`src/rtl/rx_intf_pl_to_m_axis_gen2.sv`:
```
// Packet-to-AXI-Stream front end for the rx_intf DMA path.
// Emits a 2- or 4-word header per received packet, forwards the payload,
// tracks a per-packet sequence number and a saturating drop counter, recovers
// from a missing tlast with a watchdog, and coalesces S2MM completion
// interrupts. A raw IQ bypass feeds the stream outputs straight from rf_iq.
module rx_intf_pl_to_m_axis_gen2 #(
  parameter int C_M00_AXIS_TDATA_WIDTH = 64,
  parameter int TSF_TIMER_WIDTH        = 64,
  parameter int RSSI_HALF_DB_WIDTH     = 11,
  parameter int GPIO_STATUS_WIDTH      = 8,
  parameter int MAX_BIT_NUM_DMA_SYMBOL = 14,
  parameter int TIMEOUT_WIDTH          = 13
) (
  input  logic                              clk,
  input  logic                              rst,
  input  logic                              src_sel,
  input  logic                              hdr_mode,
  input  logic                              sig_valid,
  input  logic                              ht_unsupport,
  input  logic                              ht_sgi,
  input  logic [7:0]                        pkt_rate,
  input  logic [15:0]                       pkt_len,
  input  logic [RSSI_HALF_DB_WIDTH-1:0]     rssi_half_db_lock_by_sig_valid,
  input  logic [GPIO_STATUS_WIDTH-1:0]      gpio_status_lock_by_sig_valid,
  input  logic [TSF_TIMER_WIDTH-1:0]        tsf_runtime_val,
  input  logic                              tsf_pulse_1M,
  input  logic                              block_rx_dma_to_ps,
  input  logic                              block_rx_dma_to_ps_valid,
  input  logic [C_M00_AXIS_TDATA_WIDTH-1:0] data_from_acc,
  input  logic                              data_ready_from_acc,
  input  logic [C_M00_AXIS_TDATA_WIDTH-1:0] rf_iq,
  input  logic                              rf_iq_valid,
  input  logic                              m_axis_tlast,
  input  logic                              s2mm_intr,
  input  logic                              tlast_timeout_en,
  input  logic [TIMEOUT_WIDTH-1:0]          tlast_timeout_top,
  input  logic [7:0]                        intr_coalesce_num,
  input  logic [TIMEOUT_WIDTH-1:0]          intr_holdoff_top,
  output logic [C_M00_AXIS_TDATA_WIDTH-1:0] data_to_m_axis_out,
  output logic                              data_ready_to_m_axis_out,
  output logic                              start_1trans_to_m_axis,
  output logic [MAX_BIT_NUM_DMA_SYMBOL-1:0] monitor_num_dma_symbol_to_ps,
  output logic                              m_axis_rst,
  output logic                              m_axis_tlast_auto_recover,
  output logic [15:0]                       rx_pkt_sn,
  output logic [15:0]                       rx_drop_cnt,
  output logic                              rx_pkt_intr
);

  localparam int DW = C_M00_AXIS_TDATA_WIDTH;
  localparam int MW = MAX_BIT_NUM_DMA_SYMBOL;
  localparam int TW = TIMEOUT_WIDTH;

  localparam logic [63:0] HDR_W3 = 64'h0011223344556677;

  typedef enum logic [2:0] {
    S_IDLE = 3'd0,
    S_HDR  = 3'd1,
    S_FILT = 3'd2,
    S_XFER = 3'd3,
    S_RST  = 3'd4
  } state_t;

  state_t                state_q, state_d;
  logic [1:0]            idx_q, idx_d;
  logic [1:0]            hdr_last_q, hdr_last_d;
  logic [TSF_TIMER_WIDTH-1:0] tsf_q;
  logic [63:0]           w1_q, w1_d;
  logic [DW-1:0]         data_q, data_d;
  logic                  valid_q, valid_d;
  logic                  start_q, start_d;
  logic [MW-1:0]         monitor_q, monitor_d;
  logic [2:0]            rst_cnt_q, rst_cnt_d;
  logic [TW-1:0]         wd_q, wd_d;
  logic                  recover_q, recover_d;
  logic [15:0]           sn_q, sn_d;
  logic [15:0]           drop_q, drop_d;
  logic                  drop_evt;
  logic                  go_rst;

  logic                  s2mm_q;
  logic [7:0]            pending_q, pending_d;
  logic [TW-1:0]         holdoff_q, holdoff_d;
  logic                  intr_q, intr_d;

  logic [16:0]           len_round;
  logic [TW-1:0]         wd_inc;
  logic                  wd_expired;
  logic [7:0]            coalesce_thr;
  logic                  s2mm_edge;
  logic                  fire;

  // Rate bits 6:4 carry no information in the header layout.
  logic unused_rate_bits;
  assign unused_rate_bits = ^pkt_rate[6:4];

  assign len_round  = {1'b0, pkt_len} + 17'd7;
  assign wd_inc     = (tsf_pulse_1M && (wd_q != {TW{1'b1}})) ? wd_q + 1'b1 : wd_q;
  assign wd_expired = tlast_timeout_en && (wd_q > tlast_timeout_top);

  // Packet sequencer: header emission, filter decision, transfer, m_axis reset.
  // NOTE: every variable written here gets a default first so no path leaves it unassigned (no latches).
  always_comb begin
    state_d    = state_q;
    idx_d      = idx_q;
    hdr_last_d = hdr_last_q;
    w1_d       = w1_q;
    data_d     = data_q;
    valid_d    = 1'b0;
    start_d    = 1'b0;
    monitor_d  = monitor_q;
    rst_cnt_d  = rst_cnt_q;
    wd_d       = '0;
    recover_d  = 1'b0;
    sn_d       = sn_q;
    drop_evt   = 1'b0;
    go_rst     = 1'b0;

    case (state_q)
      S_IDLE: begin
        if (sig_valid) begin
          if (ht_unsupport) begin
            drop_evt = 1'b1;
          end else begin
            // Word 0 is loaded here so it appears the cycle after sig_valid.
            hdr_last_d = hdr_mode ? 2'd3 : 2'd1;
            monitor_d  = MW'(len_round[16:3]) + (hdr_mode ? MW'(4) : MW'(2));
            w1_d       = {10'd0, ht_sgi, pkt_rate[7], pkt_rate[3:0], pkt_len, 8'd0,
                          gpio_status_lock_by_sig_valid, 5'd0, rssi_half_db_lock_by_sig_valid};
            data_d     = DW'(tsf_runtime_val);
            valid_d    = 1'b1;
            idx_d      = 2'd1;
            state_d    = S_HDR;
          end
        end
      end

      S_HDR: begin
        valid_d = 1'b1;
        case (idx_q)
          2'd1:    data_d = DW'(w1_q);
          2'd2:    data_d = DW'({sn_q + 16'd1, drop_q, 32'd0});
          2'd3:    data_d = DW'(HDR_W3);
          default: data_d = DW'(tsf_q);
        endcase
        idx_d = idx_q + 2'd1;
        if (idx_q == hdr_last_q) state_d = S_FILT;
      end

      S_FILT: begin
        data_d  = data_from_acc;
        valid_d = data_ready_from_acc;
        wd_d    = wd_inc;
        // A stuck stream takes priority over a late filter decision.
        if (wd_expired) begin
          recover_d = 1'b1;
          drop_evt  = 1'b1;
          go_rst    = 1'b1;
        end else if (block_rx_dma_to_ps_valid) begin
          if (!block_rx_dma_to_ps) begin
            sn_d    = sn_q + 16'd1;
            start_d = 1'b1;
            wd_d    = '0;
            state_d = S_XFER;
          end else begin
            drop_evt = 1'b1;
            go_rst   = 1'b1;
          end
        end
      end

      S_XFER: begin
        data_d  = data_from_acc;
        valid_d = data_ready_from_acc;
        wd_d    = wd_inc;
        if (wd_expired) begin
          recover_d = 1'b1;
          drop_evt  = 1'b1;
          go_rst    = 1'b1;
        end else if (m_axis_tlast) begin
          state_d = S_IDLE;
        end
      end

      S_RST: begin
        monitor_d = '0;
        rst_cnt_d = rst_cnt_q + 3'd1;
        if (rst_cnt_q == 3'd7) state_d = S_IDLE;
      end

      default: state_d = S_IDLE;
    endcase

    if (go_rst) begin
      state_d   = S_RST;
      rst_cnt_d = '0;
      valid_d   = 1'b0;
      monitor_d = '0;
    end

    // A SIG arriving mid-packet is discarded and counted.
    if (sig_valid && (state_q != S_IDLE)) drop_evt = 1'b1;

    // Coincident drop sources collapse into one increment; the count sticks at full scale.
    drop_d = (drop_evt && (drop_q != 16'hFFFF)) ? drop_q + 16'd1 : drop_q;
  end

  assign coalesce_thr = (intr_coalesce_num == 8'd0) ? 8'd1 : intr_coalesce_num;
  assign s2mm_edge    = s2mm_intr & ~s2mm_q;
  assign fire         = (pending_q >= coalesce_thr) ||
                        ((pending_q != 8'd0) && (holdoff_q > intr_holdoff_top));

  // Interrupt coalescing: count completions, fire on count or holdoff expiry.
  always_comb begin
    intr_d    = fire;
    pending_d = fire ? {7'd0, s2mm_edge} : pending_q + {7'd0, s2mm_edge};
    holdoff_d = holdoff_q;
    if (fire || (pending_q == 8'd0)) begin
      holdoff_d = '0;
    end else if (tsf_pulse_1M && (holdoff_q != {TW{1'b1}})) begin
      holdoff_d = holdoff_q + 1'b1;
    end
  end

  // State and output registers.
  // NOTE: sequential state uses non-blocking assignments so every flop samples pre-edge values.
  always_ff @(posedge clk or posedge rst) begin
    if (rst) begin
      state_q    <= S_IDLE;
      idx_q      <= '0;
      hdr_last_q <= '0;
      tsf_q      <= '0;
      w1_q       <= '0;
      data_q     <= '0;
      valid_q    <= 1'b0;
      start_q    <= 1'b0;
      monitor_q  <= '0;
      rst_cnt_q  <= '0;
      wd_q       <= '0;
      recover_q  <= 1'b0;
      sn_q       <= '0;
      drop_q     <= '0;
      s2mm_q     <= 1'b0;
      pending_q  <= '0;
      holdoff_q  <= '0;
      intr_q     <= 1'b0;
    end else begin
      state_q    <= state_d;
      idx_q      <= idx_d;
      hdr_last_q <= hdr_last_d;
      if (sig_valid) tsf_q <= tsf_runtime_val;
      w1_q       <= w1_d;
      data_q     <= data_d;
      valid_q    <= valid_d;
      start_q    <= start_d;
      monitor_q  <= monitor_d;
      rst_cnt_q  <= rst_cnt_d;
      wd_q       <= wd_d;
      recover_q  <= recover_d;
      sn_q       <= sn_d;
      drop_q     <= drop_d;
      s2mm_q     <= s2mm_intr;
      pending_q  <= pending_d;
      holdoff_q  <= holdoff_d;
      intr_q     <= intr_d;
    end
  end

  // Bypass is combinational; it is gated by reset so outputs read 0 while rst is high.
  assign data_to_m_axis_out           = src_sel ? (rst ? '0 : rf_iq) : data_q;
  assign data_ready_to_m_axis_out     = src_sel ? (rf_iq_valid & ~rst) : valid_q;
  assign start_1trans_to_m_axis       = start_q & ~src_sel;
  assign monitor_num_dma_symbol_to_ps = monitor_q;
  assign m_axis_rst                   = (state_q == S_RST);
  assign m_axis_tlast_auto_recover    = recover_q;
  assign rx_pkt_sn                    = sn_q;
  assign rx_drop_cnt                  = drop_q;
  assign rx_pkt_intr                  = intr_q;

endmodule

```
`config.mk`:
```
export PLATFORM = sky130hd
export DESIGN_NAME = rx_intf_pl_to_m_axis_gen2
export DESIGN_NICKNAME = d
export VERILOG_FILES = /design/src/rtl/rx_intf_pl_to_m_axis_gen2.sv
export SDC_FILE = /design/constraint.sdc
export NUM_CORES = 1
export LEC_CHECK = 0
export CAP_MARGIN = 20
export CELL_PAD_IN_SITES_DETAIL_PLACEMENT = 2
export CELL_PAD_IN_SITES_GLOBAL_PLACEMENT = 2
export CORE_MARGIN = 2
export CORE_UTILIZATION = 29
export DETAILED_ROUTE_END_ITERATION = 7
export PLACE_DENSITY_LB_ADDON = 0.1
export SYNTH_ARGS = -nofsm -noshare
export SYNTH_HDL_FRONTEND = slang
export SYNTH_SLANG_ARGS = --single-unit
```
`constraint.sdc`:
```
create_clock -name clk -period 13.5 [get_ports clk]
set_clock_uncertainty 0.2 [all_clocks]
set_input_delay 2.7 -clock clk [delete_from_list [all_inputs] [get_ports clk]]
set_output_delay 2.7 -clock clk [all_outputs]
set_load 0.1 [all_outputs]
```
==> results.cfg <==
[yosys]
yosys.area.top_type = dfrtp_1
syn_area_um2 = 14400
syn-num-nets = 1923
synth_area_per_cell_um2 = 9.07
synthFlopType = dfrtp_1
netlist_top_cells_area = dfrtp_1 46%, nand2_1 8.0%, mux2_2 5.3%, o21ai_0 4.8%, ha_1 4.2%
synthCells = 1590
synth-edff-count = 0
synth_top_cell_area_share_pct = 45.8
seq_area_frac_synth_pct = 45.8
synth_cell_types = 63
synthArstFlopShare_pct = 100
yosys_warnings = 0
ys_seq_elements = 264

[placement]
place.gp.congestion = 0.795
numPortBuffers = 395
place_hpwl_um = 42500
pre_cts_slack_ns = 4.71

[clock_network]
cts_buffers = 36
ctsHoldBuffers = 0
h-tree-depth = 2
cts_resized = 0
clk_pin_slew_ns = 0.06
postCtsSetupBuffers = 0
clk_latency_ns = 0.53
clk_path_buf_depth = 3
ctsRootBufferMaster = clkbuf_16
cts.sinks = 264
cts_tree = built

[timing]
layout_worst_path_cycle_share_pct = 64.6
fmax_mhz = 115
hold_violations = 0
maxSlewHeadroom_pct = 27.0
whs_ns = 0.278
grt_setup_unrepaired = false
worstMarginPinSlew_ns = 1.09
finalSetupTns_ns = 0
fin_ws_ns = 4.77
setup_violations = 0
drv_slew = 0
post-route-min-period_ns = 8.73

[final_layout]
nets = 2279
area_delta_synth_final_pct = 39.8
final_util_pct = 41.1
layout-drive-gt1-share_pct = 8.70

[run]
cap_violations = 0

[critical_path]
critPathMaxFanout = 64
crit_top_cell = buf_4
path_cells = buf_2, buf_4, nor2b_4, buf_4, nand2_1, o21ai_0, clkdlybuf4s50_1
start_kind = input port
cp.depth = 7
critPathBufInv = 4
crit_path_end_kind = primary output
worst_ep_required_time_ns = 10.60
cp_data_arrival_time_ns = 5.83
worst-r2r-cell-count = 5
crit_family = buffers and inverters
slowest_delay_ns = 1.19
slowest_stage = clkdlybuf4s50_1
crit_type = in2out

[power_and_ir_drop]
internal_power_uw = 2230
switchingPower_uw = 2020
p_leak_uw = 0.00878
p_sw_share_pct = 47.6
p_comb_share_pct = 49.6
seqPwrFrac_pct = 28.4
cellPowerDensity_nw_per_um2 = 211
power_frac_clock_pct = 22.0
peakVddDrop_v = 0.000153

[route]
via_count = 13183
postRouteWirelength_um = 58500
drc = 0
routedWlPerCell_um = 22.1
drtAntennaViolNets = 0
drt_iter0_markers = 674
routed_via_density = 4.99
dr.pass1.iters = 8

[min_path]
hold_class = reg2reg
worstHoldPathCells = 2

[grt]
grt_first_pass_wirelength_um = 89600
track_usage_pct = 22.8
antenna_found_initial = 20
grt_pass1_vias = 14599
overflow = 0
grt_max_degree = 108

[floorplan]
dieArea_um2 = 51500
start_util_pct = 29.4
core_um2 = 49100
die_h_um = 227
ios = 399
die_x_um = 227
floorplan.rows = 81

[run_status]
status = complete, no violations
==> sequential cells by signal, summed over array words and instances, names as in the netlist, 2 cells and up <==
| name | flops |
|---|---|
| hdr_last_q | 2 |
| wd_q | 13 |
| monitor_num_dma_symbol_to_ps | 14 |
| tsf_q | 64 |
| w1_q | 41 |
| holdoff_q | 13 |
| rx_pkt_sn | 16 |
| data_q | 64 |
| idx_q | 2 |
| state_q | 3 |
| rst_cnt_q | 3 |
| rx_drop_cnt | 16 |
| pending_q | 8 |
==> final cells by class <==
type                       count  area [um2]
sequential                   264        6610
timing repair buffer         414        4090
clock buffer                  48        1030
tap                          664         831
fill                        5395       28900
clock inverter                 9        95.1
antenna                       11        27.5
multi-input combinational   1110        7030
inverter                     120         458
==> power groups by stage <==
| stage | Clock [uW] | Combinational (uW) | Sequential (uW) |
|---|---|---|---|
| after floorplan | 0 | 1270 | 1380 |
| after global placement | 0 | 2080 | 1210 |
| after detailed placement | 0 | 2130 | 1220 |
| after CTS | 966 | 2140 | 1210 |
| after global routing | 994 | 2300 | 1240 |
| final | 934 | 2110 | 1210 |
==> cells in the mapped netlist, drive strengths merged (2+ instances only) <==
master and instances:
mux2 68, o22ai 10, nand3 26, nor2b 22, clkbuf 72, a221o 2, and3 11, a31o 4
nor4 9, o21ai 140, xnor2 43, a211oi 7, a21boi 5, o211ai 6, a21oi 49, or4 3
a22o 11, nor3 26, nand2 309, nand2b 11, or3 2, o21a 4, nor3b 4, nand3b 3
ha 48, a31oi 9, o31ai 4, o2bb2ai 3, and4 5, a22oi 11, nor2 98, and2 4
buf 24, xor2 41, inv 120, a222oi 35, or2 4, a221oi 22, mux2i 21, dfrtp 264
nand4 18, a21o 6
==> kinds of logic (layout without fill, tap and decap cells) <==
logic type / Yosys count / after routing / share of synthesized area (%)
buffers and inverters: 216 / 591 / 5.74
xor gates and xnor gates: 84 / 84 / 5.10
DFF: 264 / 264 / 45.8
other: 0 / 11 / 0
AOI/OAI and AO/OA: 332 / 332 / 15.0
and+or+nand+nor: 555 / 555 / 17.2
adders and majority gates: 50 / 50 / 4.37
muxes: 89 / 89 / 6.77
==> routing by layer <==
| layer | vias to the layer above | track usage, % | part of all wire, % |
|---|---|---|---|
| met1 | 6596 | 29.5 | 43 |
| met5 | - | 0 | 0.24 |
| li1 | 6175 | - | - |
| met3 | 100 | 4.96 | 5.5 |
| met2 | 292 | 38.3 | 48 |
| met4 | 20 | 6.85 | 2.4 |
==> worst register-to-register path: stages, from the launching register on <==
cell and delay, ns:
dfrtp_1 0.38, buf_4 0.34, nor2b_4 0.84, buf_4 0.58
and3_1 0.67, mux2_2 0.41
==> placed cells by master, fill, tap and decap left out, types with 7 or more instances in the layout <==
| master | count |
|---|---|
| and3_1 | 9 |
| a31oi_1 | 9 |
| nor3_1 | 24 |
| a221oi_1 | 22 |
| nor2b_1 | 20 |
| inv_1 | 119 |
| nor2_1 | 96 |
| o21ai_0 | 138 |
| nand3_1 | 24 |
| xor2_1 | 41 |
| diode_2 | 11 |
| ha_1 | 47 |
| a22oi_1 | 11 |
| mux2_2 | 68 |
| a21oi_1 | 46 |
| dfrtp_1 | 263 |
| nand2_1 | 309 |
| xnor2_1 | 43 |
| nand2b_1 | 11 |
| clkbuf_16 | 37 |
| nand4_1 | 17 |
| a22o_1 | 11 |
| clkdlybuf4s50_1 | 393 |
| a222oi_1 | 35 |
| mux2i_1 | 21 |
| clkinv_2 | 7 |
| o22ai_1 | 10 |
| buf_4 | 20 |
| a211oi_1 | 7 |
==> path summary, 6_finish.rpt <==
| path | from | end | slack (ns) |
|---|---|---|---|
| max reg2reg | state_q[1] | rx_pkt_sn[1] | 9.95 |
| max | src_sel | data_ready_to_m_axis_out | 4.77 |
| min reg2reg | w1_q[49] | w1_q[49] | 0.28 |
| max in group asynchronous | rst | w1_q[38] | 7.62 |
| min in group asynchronous | rst | data_q[55] | 2.58 |
| min | w1_q[49] | w1_q[49] | 0.28 |
==> through the flow <==
stage / cells / cell area, um2 / total power [uW]
floorplan: 1590 / 14400 / 2650
global placement: 2572 / 19000 / 3290
detailed placement: 2572 / 19000 / 3350
CTS: 2629 / 20100 / 4310
global route: 2637 / 20200 / 4530
finish: 2640 / 20200 / 4250
No activity file was read; power rests on OpenSTA's default activity.
